===== src/rtl/hfsdr_stream_pkg.sv =====
// Shared types and helpers for the ADC stream packer: header magic, framer states,
// sample sign extension and per-strobe word count.
package hfsdr_stream_pkg;

    localparam logic [15:0] HDR_MAGIC = 16'hA5C3;

    typedef enum logic [1:0] {
        IDLE,
        HDR,
        PAYLOAD,
        PAD
    } state_t;

    // Sign-extend the low w bits of raw to a full 16-bit sample.
    function automatic logic [15:0] sign_extend(input logic [15:0] raw, input int unsigned w);
        logic signed [15:0] shifted;
        shifted = $signed(raw << (16 - w));
        return 16'(shifted >>> (16 - w));
    endfunction

    // Most words a single strobe can produce.
    function automatic int unsigned words_per_strobe(input int unsigned ch_n);
        return (ch_n == 4) ? 2 : 1;
    endfunction

endpackage


===== src/rtl/stream_word_fifo.sv =====
// Single-clock 32-bit word FIFO; accepts up to two words per cycle, pops one.
module stream_word_fifo #(
    parameter int unsigned DEPTH = 16
) (
    input  logic                   clk,
    input  logic                   rst_n,
    input  logic [1:0]             wr_cnt,
    input  logic [63:0]            wr_data,
    input  logic                   rd_en,
    output logic [31:0]            rd_data_c,
    output logic [$clog2(DEPTH):0] count
);

    localparam int unsigned AW = $clog2(DEPTH);
    localparam int unsigned CW = AW + 1;

    logic [31:0]   mem [DEPTH];
    logic [AW-1:0] wr_ptr;
    logic [AW-1:0] rd_ptr;

    assign rd_data_c = mem[rd_ptr];

    // Low word of wr_data is always written first.
    always_ff @(posedge clk) begin
        if (wr_cnt != 2'd0) mem[wr_ptr] <= wr_data[31:0];
        if (wr_cnt == 2'd2) mem[wr_ptr + AW'(1)] <= wr_data[63:32];
    end

    always_ff @(posedge clk or negedge rst_n) begin
        if (!rst_n) begin
            wr_ptr <= '0;
            rd_ptr <= '0;
            count  <= '0;
        end else begin
            wr_ptr <= wr_ptr + AW'(wr_cnt);
            rd_ptr <= rd_ptr + AW'(rd_en);
            count  <= count + CW'(wr_cnt) - CW'(rd_en);
        end
    end

endmodule


===== src/rtl/adc_stream_packer.sv =====
// Packs CH_N-channel ADC sample sets into framed 32-bit words for the txfifo.
// Optional ADC_TESTPAT_EN adds test_mode, replacing adc_data with a per-channel ramp.
module adc_stream_packer
    import hfsdr_stream_pkg::*;
#(
    parameter int unsigned ADC_W       = 14,
    parameter int unsigned CH_N        = 2,
    parameter int unsigned FRAME_WORDS = 256,
    parameter int unsigned FIFO_DEPTH  = 16
) (
    input  logic                   adc_clk,
    input  logic                   RESET_N,
    input  logic                   enable,
    input  logic                   adc_valid,
    input  logic [CH_N*ADC_W-1:0]  adc_data,
    output logic [31:0]            out_data,
    output logic                   out_wr,
    input  logic                   out_full,
    output logic [15:0]            drop_cnt,
    output logic                   overflow,
`ifdef ADC_TESTPAT_EN
    input  logic                   test_mode,
`endif
    output logic [15:0]            frame_seq
);

    localparam int unsigned CW  = $clog2(FIFO_DEPTH) + 1;
    localparam int unsigned WPS = words_per_strobe(CH_N);

    state_t                state;
    logic [CH_N*ADC_W-1:0] raw_c;
    logic [15:0]           samp [CH_N];
    logic [63:0]           set_words_c;
    logic [1:0]            need_c;
    logic [CW-1:0]         fifo_count;
    logic [CW-1:0]         space_c;
    logic [31:0]           fifo_rd_c;
    logic                  cap_c, accept_c, drop_c, pop_c;
    logic                  word_pending, hdr_loaded;
    logic                  xfer_c, load_ok_c, last_c;
    logic [15:0]           pay_cnt;

    assign cap_c = enable && adc_valid;

`ifdef ADC_TESTPAT_EN
    logic [ADC_W-1:0] ramp;

    always_ff @(posedge adc_clk or negedge RESET_N) begin
        if (!RESET_N)   ramp <= '0;
        else if (cap_c) ramp <= ramp + ADC_W'(1);
    end
`endif

    for (genvar c = 0; c < CH_N; c++) begin : g_samp
`ifdef ADC_TESTPAT_EN
        assign raw_c[c*ADC_W +: ADC_W] = test_mode ? ramp + ADC_W'(c) : adc_data[c*ADC_W +: ADC_W];
`else
        assign raw_c[c*ADC_W +: ADC_W] = adc_data[c*ADC_W +: ADC_W];
`endif
        assign samp[c] = sign_extend(16'(raw_c[c*ADC_W +: ADC_W]), ADC_W);
    end

    // Word assembly per channel count; single-channel mode pairs strobes via a half-word holder.
    if (CH_N == 1) begin : g_ch1
        logic [15:0] half_word;
        logic        half_valid;

        assign set_words_c = {32'h0, samp[0], half_word};
        assign need_c      = half_valid ? 2'd1 : 2'd0;

        always_ff @(posedge adc_clk or negedge RESET_N) begin
            if (!RESET_N) begin
                half_word  <= '0;
                half_valid <= 1'b0;
            end else if (!enable) begin
                half_valid <= 1'b0;
            end else if (cap_c && !half_valid) begin
                half_word  <= samp[0];
                half_valid <= 1'b1;
            end else if (accept_c) begin
                half_valid <= 1'b0;
            end
        end
    end else if (WPS == 2) begin : g_ch4
        assign set_words_c = {samp[3], samp[2], samp[1], samp[0]};
        assign need_c      = 2'd2;
    end else begin : g_ch2
        assign set_words_c = {32'h0, samp[1], samp[0]};
        assign need_c      = 2'd1;
    end

    // Space is judged after this cycle's pop, so a full FIFO that pops still takes one word.
    assign space_c  = CW'(FIFO_DEPTH) - fifo_count + CW'(pop_c);
    assign accept_c = cap_c && (space_c >= CW'(need_c));
    assign drop_c   = cap_c && !accept_c;

    stream_word_fifo #(
        .DEPTH (FIFO_DEPTH)
    ) u_fifo (
        .clk       (adc_clk),
        .rst_n     (RESET_N),
        .wr_cnt    (accept_c ? need_c : 2'd0),
        .wr_data   (set_words_c),
        .rd_en     (pop_c),
        .rd_data_c (fifo_rd_c),
        .count     (fifo_count)
    );

    assign xfer_c    = word_pending && !out_full;
    assign out_wr    = xfer_c;
    assign load_ok_c = !word_pending || xfer_c;
    assign pop_c     = (state == PAYLOAD) && load_ok_c && (fifo_count != '0);
    assign last_c    = (pay_cnt == 16'(FRAME_WORDS - 1));

    always_ff @(posedge adc_clk or negedge RESET_N) begin
        if (!RESET_N) begin
            drop_cnt <= '0;
            overflow <= 1'b0;
        end else if (drop_c) begin
            overflow <= 1'b1;
            if (drop_cnt != 16'hFFFF) drop_cnt <= drop_cnt + 16'd1;
        end
    end

    // Framer and output register; pay_cnt counts payload/pad words loaded this frame.
    always_ff @(posedge adc_clk or negedge RESET_N) begin
        if (!RESET_N) begin
            state        <= IDLE;
            out_data     <= '0;
            word_pending <= 1'b0;
            hdr_loaded   <= 1'b0;
            pay_cnt      <= '0;
            frame_seq    <= '0;
        end else begin
            if (xfer_c) word_pending <= 1'b0;
            case (state)
                IDLE: begin
                    if (enable) state <= HDR;
                end
                HDR: begin
                    if (!hdr_loaded && load_ok_c) begin
                        out_data     <= {HDR_MAGIC, frame_seq};
                        word_pending <= 1'b1;
                        hdr_loaded   <= 1'b1;
                    end else if (hdr_loaded && xfer_c) begin
                        hdr_loaded <= 1'b0;
                        frame_seq  <= frame_seq + 16'd1;
                        pay_cnt    <= '0;
                        state      <= PAYLOAD;
                    end
                end
                PAYLOAD: begin
                    if (pop_c) begin
                        out_data     <= fifo_rd_c;
                        word_pending <= 1'b1;
                        pay_cnt      <= pay_cnt + 16'd1;
                        if (last_c) state <= enable ? HDR : IDLE;
                    end else if (!enable && fifo_count == '0) begin
                        state <= PAD;
                    end
                end
                PAD: begin
                    if (load_ok_c) begin
                        out_data     <= '0;
                        word_pending <= 1'b1;
                        pay_cnt      <= pay_cnt + 16'd1;
                        if (last_c) state <= IDLE;
                    end
                end
                default: state <= IDLE;
            endcase
        end
    end

endmodule

===== config.mk =====
export PLATFORM = sky130hd
export DESIGN_NAME = adc_stream_packer
export DESIGN_NICKNAME = d
export VERILOG_FILES = /design/src/rtl/hfsdr_stream_pkg.sv /design/src/rtl/stream_word_fifo.sv /design/src/rtl/adc_stream_packer.sv
export SDC_FILE = /design/constraint.sdc
export NUM_CORES = 1
export LEC_CHECK = 0
export ABC_AREA = 0
export BUFFER_PORTS_ARGS = -buffer_cell sky130_fd_sc_hd__buf_4
export CORE_ASPECT_RATIO = 1.2
export CORE_MARGIN = 5
export CORE_UTILIZATION = 55
export DETAILED_ROUTE_END_ITERATION = 16
export PLACE_DENSITY_LB_ADDON = 0.12
export SLEW_MARGIN = 5
export SYNTH_ARGS = -nofsm -noshare
export SYNTH_HDL_FRONTEND = slang
export SYNTH_SLANG_ARGS = --single-unit

===== constraint.sdc =====
create_clock -name adc_clk -period 6.3 [get_ports adc_clk]
set_input_delay 0.315 -clock adc_clk [delete_from_list [all_inputs] [get_ports adc_clk]]
set_output_delay 0.315 -clock adc_clk [all_outputs]
set_load 0.02 [all_outputs]

# Word level (Yosys, flattened, before mapping)
# Memories as Yosys holds them, arrays and structs flattened.
# Cells that the tools add are included.
[word_totals]
wordCells = 101
reg_bits = 98
n_memories = 1
input_bits = 33
mem_bits_rw = 512
out_inout_bits = 66
[classes]
eq_ne = 15
n_bitwise = 1
n_mux = 34
addsub = 10
magnitude_cmp = 1
n_reduce_logical = 28
[memory_table]
columns = ["name", "words", "word_bits", "rd", "rd_ports_with_merged_regs", "wr", "line_no", "rtl"]
rows = [
  ["u_fifo.mem", 16, 32, 1, 0, 1, "stream_word_fifo.sv:17", "logic [31:0] mem [DEPTH];"],
]
[op_table]
columns = ["op", "n"]
rows = [
  ["$mux W32", 4],
  ["$pmux W32 S3", 1],
  ["$mux W16", 4],
  ["$add A16 B1 Y16 const B", 3],
  ["$pmux W16 S3", 1],
  ["$reduce_or A32 Y1", 1],
  ["$eq A16 B8 Y1 const B", 1],
  ["$mux W2", 8],
  ["$ne A16 B16 Y1 const B", 1],
  ["$ne A2 B2 Y1 const B", 7],
  ["$mux W1", 13],
  ["$add A5 B1 Y5", 2],
  ["$logic_and A1 B1 Y1", 9],
  ["$add A4 B1 Y4", 2],
  ["$pmux W2 S4", 1],
  ["$reduce_and A7 Y1", 1],
  ["$ge A5 B1 Y1 const B", 1],
  ["$logic_not A1 Y1", 5],
  ["$logic_not A5 Y1", 1],
  ["$reduce_and A5 Y1", 1],
  ["$reduce_bool A5 Y1", 1],
  ["$sub A5 B1 Y5", 1],
  ["$sub A5 B5 Y5 const A", 1],
  ["$add A4 B1 Y4 const B", 1],
  ["other kinds (15)", 18],
]

# Logic depth before layout (Yosys ltp)
[depth]
depth_word = 14
depth_mapped = 23
depth_no_buf = 20

# Modules after synthesis
# Synthesis repeated with hierarchy kept, for this count alone.
[unflattened]
hier_cells = 1938
hier_area_um2 = 30788.3
[by_module_without_submodules]
columns = ["mod", "n_inst", "cells_per_inst", "area_per_inst_um2", "seq_area_each_um2"]
rows = [
  ["stream_word_fifo", 1, 1518, 26634.3, 15700.1],
  ["adc_stream_packer", 1, 420, 4154.0, 2127.0],
]

# Least setup slack after synthesis
# OpenSTA, ideal clock, no wires.
[synth_timing]
kind = "register -> register"
from = "register u_fifo.count[2]"
to = "memory u_fifo.mem[12][0] (enable)"
period_less_slack_ns = 6.057
setup_ns = 0.494
t_required_ns = 5.806
arrival_time_ns = 5.563
setup_slack_ns = 0.243
stages_incl_launch_ff = 15
path_buffers = 2
cell_sequence = "dfrtp_1 > inv_1 > ha_1 > nor4b_2 > or4_1 > buf_2 > buf_2 > ha_1 > inv_1 > ha_1 > or3b_1 > a21oi_1 > o2111ai_1 > nand3_1 > nor4b_1"
[synth_between]
elab_chain_len = 11
elab_cells_between_ends = 16
classes_between = "add/sub: 2; order compare: 1; eq/ne: 1; mux: 7; reduce/logical: 5"
[synth_lines]
columns = ["item", "line_no", "rtl"]
rows = [
  ["from (decl)", "stream_word_fifo.sv:11", "output logic [$clog2(DEPTH):0] count"],
  ["from (signal assigned)", "stream_word_fifo.sv:37", "count <= count + CW'(wr_cnt) - CW'(rd_en);"],
  ["branches (longest 2 deep; another with $sub A5 B5 Y5)", "-", ""],
  ["$add A5 B1 Y5 *", "adc_stream_packer.sv:93", "assign space_c = CW'(FIFO_DEPTH) - fifo_count + CW'(pop_c);"],
  ["$ge A5 B1 Y1 *", "adc_stream_packer.sv:94", "assign accept_c = cap_c && (space_c >= CW'(need_c));"],
  ["$logic_and A1 B1 Y1 *", "adc_stream_packer.sv:94", ""],
  ["$mux W1 *", "adc_stream_packer.sv:102", ".wr_cnt (accept_c ? need_c : 2'd0),"],
  ["$eq A1 B2 Y1", "stream_word_fifo.sv:26", "if (wr_cnt == 2'd2) mem[wr_ptr + AW'(1)] <= wr_data[63:32];"],
  ["$mux W1", "stream_word_fifo.sv:26", ""],
  ["$mux W1 (not written as such)", "stream_word_fifo.sv:26", ""],
  ["$reduce_or A32 Y1 (no line)", "-", ""],
  ["$mux W4 (no line) / $mux W1 (equally long branches)", "-", ""],
  ["to (decl)", "stream_word_fifo.sv:17", ""],
]
# Every way passes the cells marked *.

# Worst setup path in the final report
[layout_timing]
from = "register u_fifo.count[2]"
to = "memory u_fifo.mem[10][12] (enable)"
# Same word-level chain as after synthesis.

==> impl_metrics.yaml <==
yosys:
  ys.warnings.count: 0
  synthTopCellsByCount: "edfxtp_1 (448), mux4_2 (98), dfrtp_1 (97)"
  synth_fp_nets: 1251
  synth_most_common_cell: "edfxtp_1"
  synth.largest_area_cell: "edfxtp_1"
  ys_seq_area_frac: 0.7263
  ys.flop_type: "edfxtp_1"
  synth-seq-cells: 545
  synth_cell_types: 63
  syn_area_um2: 21870
  synthTopCellsByArea: "edfxtp_1 (62%), dfrtp_1 (11%), mux4_2 (10%)"
  synth.avg_cell_area_um2: 18.21
  async_reset_ff_frac: 0.1780
  synth_edf_count: 448
  synthesis.instances: 1201
  netlist.area_leader.share: 0.6152
pwr:
  vdd_drop_max_mv: 0.3130
  total_power_mw: 11.06
  clkPwrFrac: 0.315
  internal-power_mw: 7.776
  pwr-share-comb: 0.257
  switching_share: 0.2969
  p_switching_mw: 3.283
  powerDensity_nw_per_um2: 437.5
  p_leak_nw: 8.971
  pwr-share-seq: 0.428
route:
  drt_iter0_drc: 819
  first_pass_iters: 5
  drc: 0
  wl_per_cell_um: 24.78
  route.vias.total: 11380
  viasPerCell: 5.972
  totalWireLength_um: 47240
  ant_nets: 0
timing:
  drv_slew: 0
  period_minus_slack_ps: 4800
  rsz0062_at_grt: "no"
  skew_ps: 11.67
  setup_slack_ps: 1500
  tightest_slew_ps: 1131
  finalSetupTns_ps: 0
  min_period_over_period: 0.7619
  slew_headroom: 0.2416
  setup_viol_count_final: 0
  fmax_ghz: 0.2083
  finalHoldViolations: 0
global_route:
  use_met1: 0.3054
  grt_max_degree: 71
  met2_usage: 0.3704
  grtUsageMet3: 0.03621
  grt-ovfl-total: 0
  busiest_layer: "met2"
  grt_pass1_wl_um: 72390
  track_usage: 0.2190
  antenna_found_initial: 2
  grt_pass1_vias: 11700
worst_setup_path:
  crit_end: "u_fifo.mem[10][12]"
  cp-start-kind: "flip-flop"
  cp_max_fo: 17
  worstSetupPathType: "flip-flop to flip-flop"
  r2r_cells: 14
  r2r-end: "u_fifo.mem[10][12]"
  cp.arrival_ps: 5060
  r2r_slack_ps: 1500
  crit_path_start: "u_fifo.count[2]"
  cp.required_ps: 6560
  critPathCaptureType: "flip-flop"
  reg2reg_from: "u_fifo.count[2]"
die:
  core-area_um2: 39540
  num_rows: 80
  die_width_um: 192.0
  dieArea_um2: 43860
  boundaryPins: 99
  start_util: 0.5530
  die_h_um: 228.4
placed_design:
  dp_hpwl_um: 28530
  place_ws_ps: 1547
  place.gp.congestion: 0.8082
  numPortBuffers: 98
cts:
  cts-root-buf: "clkbuf_16"
  clk_pin_slew_ps: 60
  cts_tree: "done"
  cts_buffer_depth: 3
  cts_max_level: 2
  cts_sinks: 545
  cts_buffers: 53
  cts_resized: 0
  insertion_delay_ps: 580
worst_hold_path:
  whs_path_depth: 1
  hold_path.class: "input pin to flip-flop"
final_layout:
  fillers: 2759
  syn_to_final_growth_pct: 15.61
  layout-drive-gt1-share: 0.2573
  multi_input_area_um2: 5672
  layout.nets: 1378
  seqCellArea_um2: 15890
job:
  drv_cap: 0
status:
  outcome: "finished clean"
## cells by family after synthesis
| family | Yosys count | share of synthesized area |
|---|---|---|
| mux | 160 | 0.1312 |
| compound gates | 126 | 0.04143 |
| buf+inv | 81 | 0.01860 |
| fa+ha+maj | 17 | 0.01007 |
| flops | 545 | 0.7263 |
| simple gates | 220 | 0.05161 |
| xor+xnor | 52 | 0.02083 |
## cells in the final DEF (no fill, tap or decap), types with 7 or more instances in the layout
cell type  count
mux2i_1       53
and3_1        11
nor3_2         9
xor2_1        22
o21ai_0       10
xnor2_1       30
buf_4        132
and4_1         7
ha_1          16
clkbuf_1       9
nand2_1       41
clkinv_1       9
nand4_1        9
clkbuf_16     53
nor2_1        57
nand3_1       31
a22oi_1       27
edfxtp_1     448
a31oi_1        7
a221o_1       12
inv_1         16
bufinv_16     15
nor2b_1        7
nor3_1         8
a22o_1         8
a21oi_1       30
nor4_1         7
mux4_2        98
dfrtp_1       93
## state kept, by name, indices dropped and copies added, names as in the netlist, 2 cells and up
register,count
drop_cnt,16
frame_seq,16
out_data,31
pay_cnt,16
state,2
u_fifo.count,5
u_fifo.mem,448
u_fifo.rd_ptr,4
u_fifo.wr_ptr,4
## worst min-delay path by stage
stage / from / to / slack (ps)
3_3_place_gp: RESET_N / drop_cnt[13] / 450
4_1_cts: adc_data[6] / u_fifo.mem[4][6] / 10
3_5_place_dp: RESET_N / drop_cnt[11] / 450
5_1_grt: adc_data[6] / u_fifo.mem[4][6] / 30
6_report: adc_data[23] / u_fifo.mem[14][25] / 50
2_1_floorplan: RESET_N / drop_cnt[0] / 20
## worst max-delay path, stage by stage (launching register included)
cell and delay, ps:
dfrtp_1 410, inv_1 130, ha_1 220, nor4b_2 400, or4_1 590, ha_1 290
inv_1 60, ha_1 190, or3b_1 160, a21oi_1 80, o2111ai_1 200, nand3_1 160
buf_4 250, nor3_2 930, buf_4 400
## power groups by stage
stage | sequential (mW) | clock [mW] | combinational (mW)
3_5_place_dp | 4.81 | 0 | 2.87
6_report | 4.73 | 3.48 | 2.85
4_1_cts | 4.74 | 3.54 | 2.88
2_1_floorplan | 4.61 | 0 | 2.15
3_3_place_gp | 4.80 | 0 | 2.85
5_1_grt | 4.79 | 3.71 | 3.09
## final cells by class
type,count,share of cell area
antenna,1,0.00009899
clock buffer,62,0.05380
clock inverter,37,0.02292
inverter,18,0.002673
multi-input combinational,575,0.2244
sequential,545,0.6286
tap,533,0.02638
timing repair buffer,135,0.04118
## routing by layer
layer | routed length, um | share of wire
met1 | 19220 | 0.41
met4 | 732 | 0.015
met2 | 24430 | 0.52
met3 | 2842 | 0.060
met5 | 13 | 0.00028
## per-stage QoR
stage	cell area, um^2	util	std cells	hold slack (ps)
final	25280	0.6394	1906	45.54
after global routing	25280	0.6393	1905	28.58
after CTS	25280	0.6393	1905	11.74
after detailed placement	23330	0.5900	1805	449.5
after global placement	23330	0.5900	1805	445.1
after floorplan	21870	-	1201	19.41
## repair_timing
| action | 4_1_cts | 5_1_grt |
|---|---|---|
| hold endpoints to repair | 51 | 0 |
| hold buffers | 1 | 0 |
| setup buffers | 0 | 0 |
(Power assumes the default switching activity.)
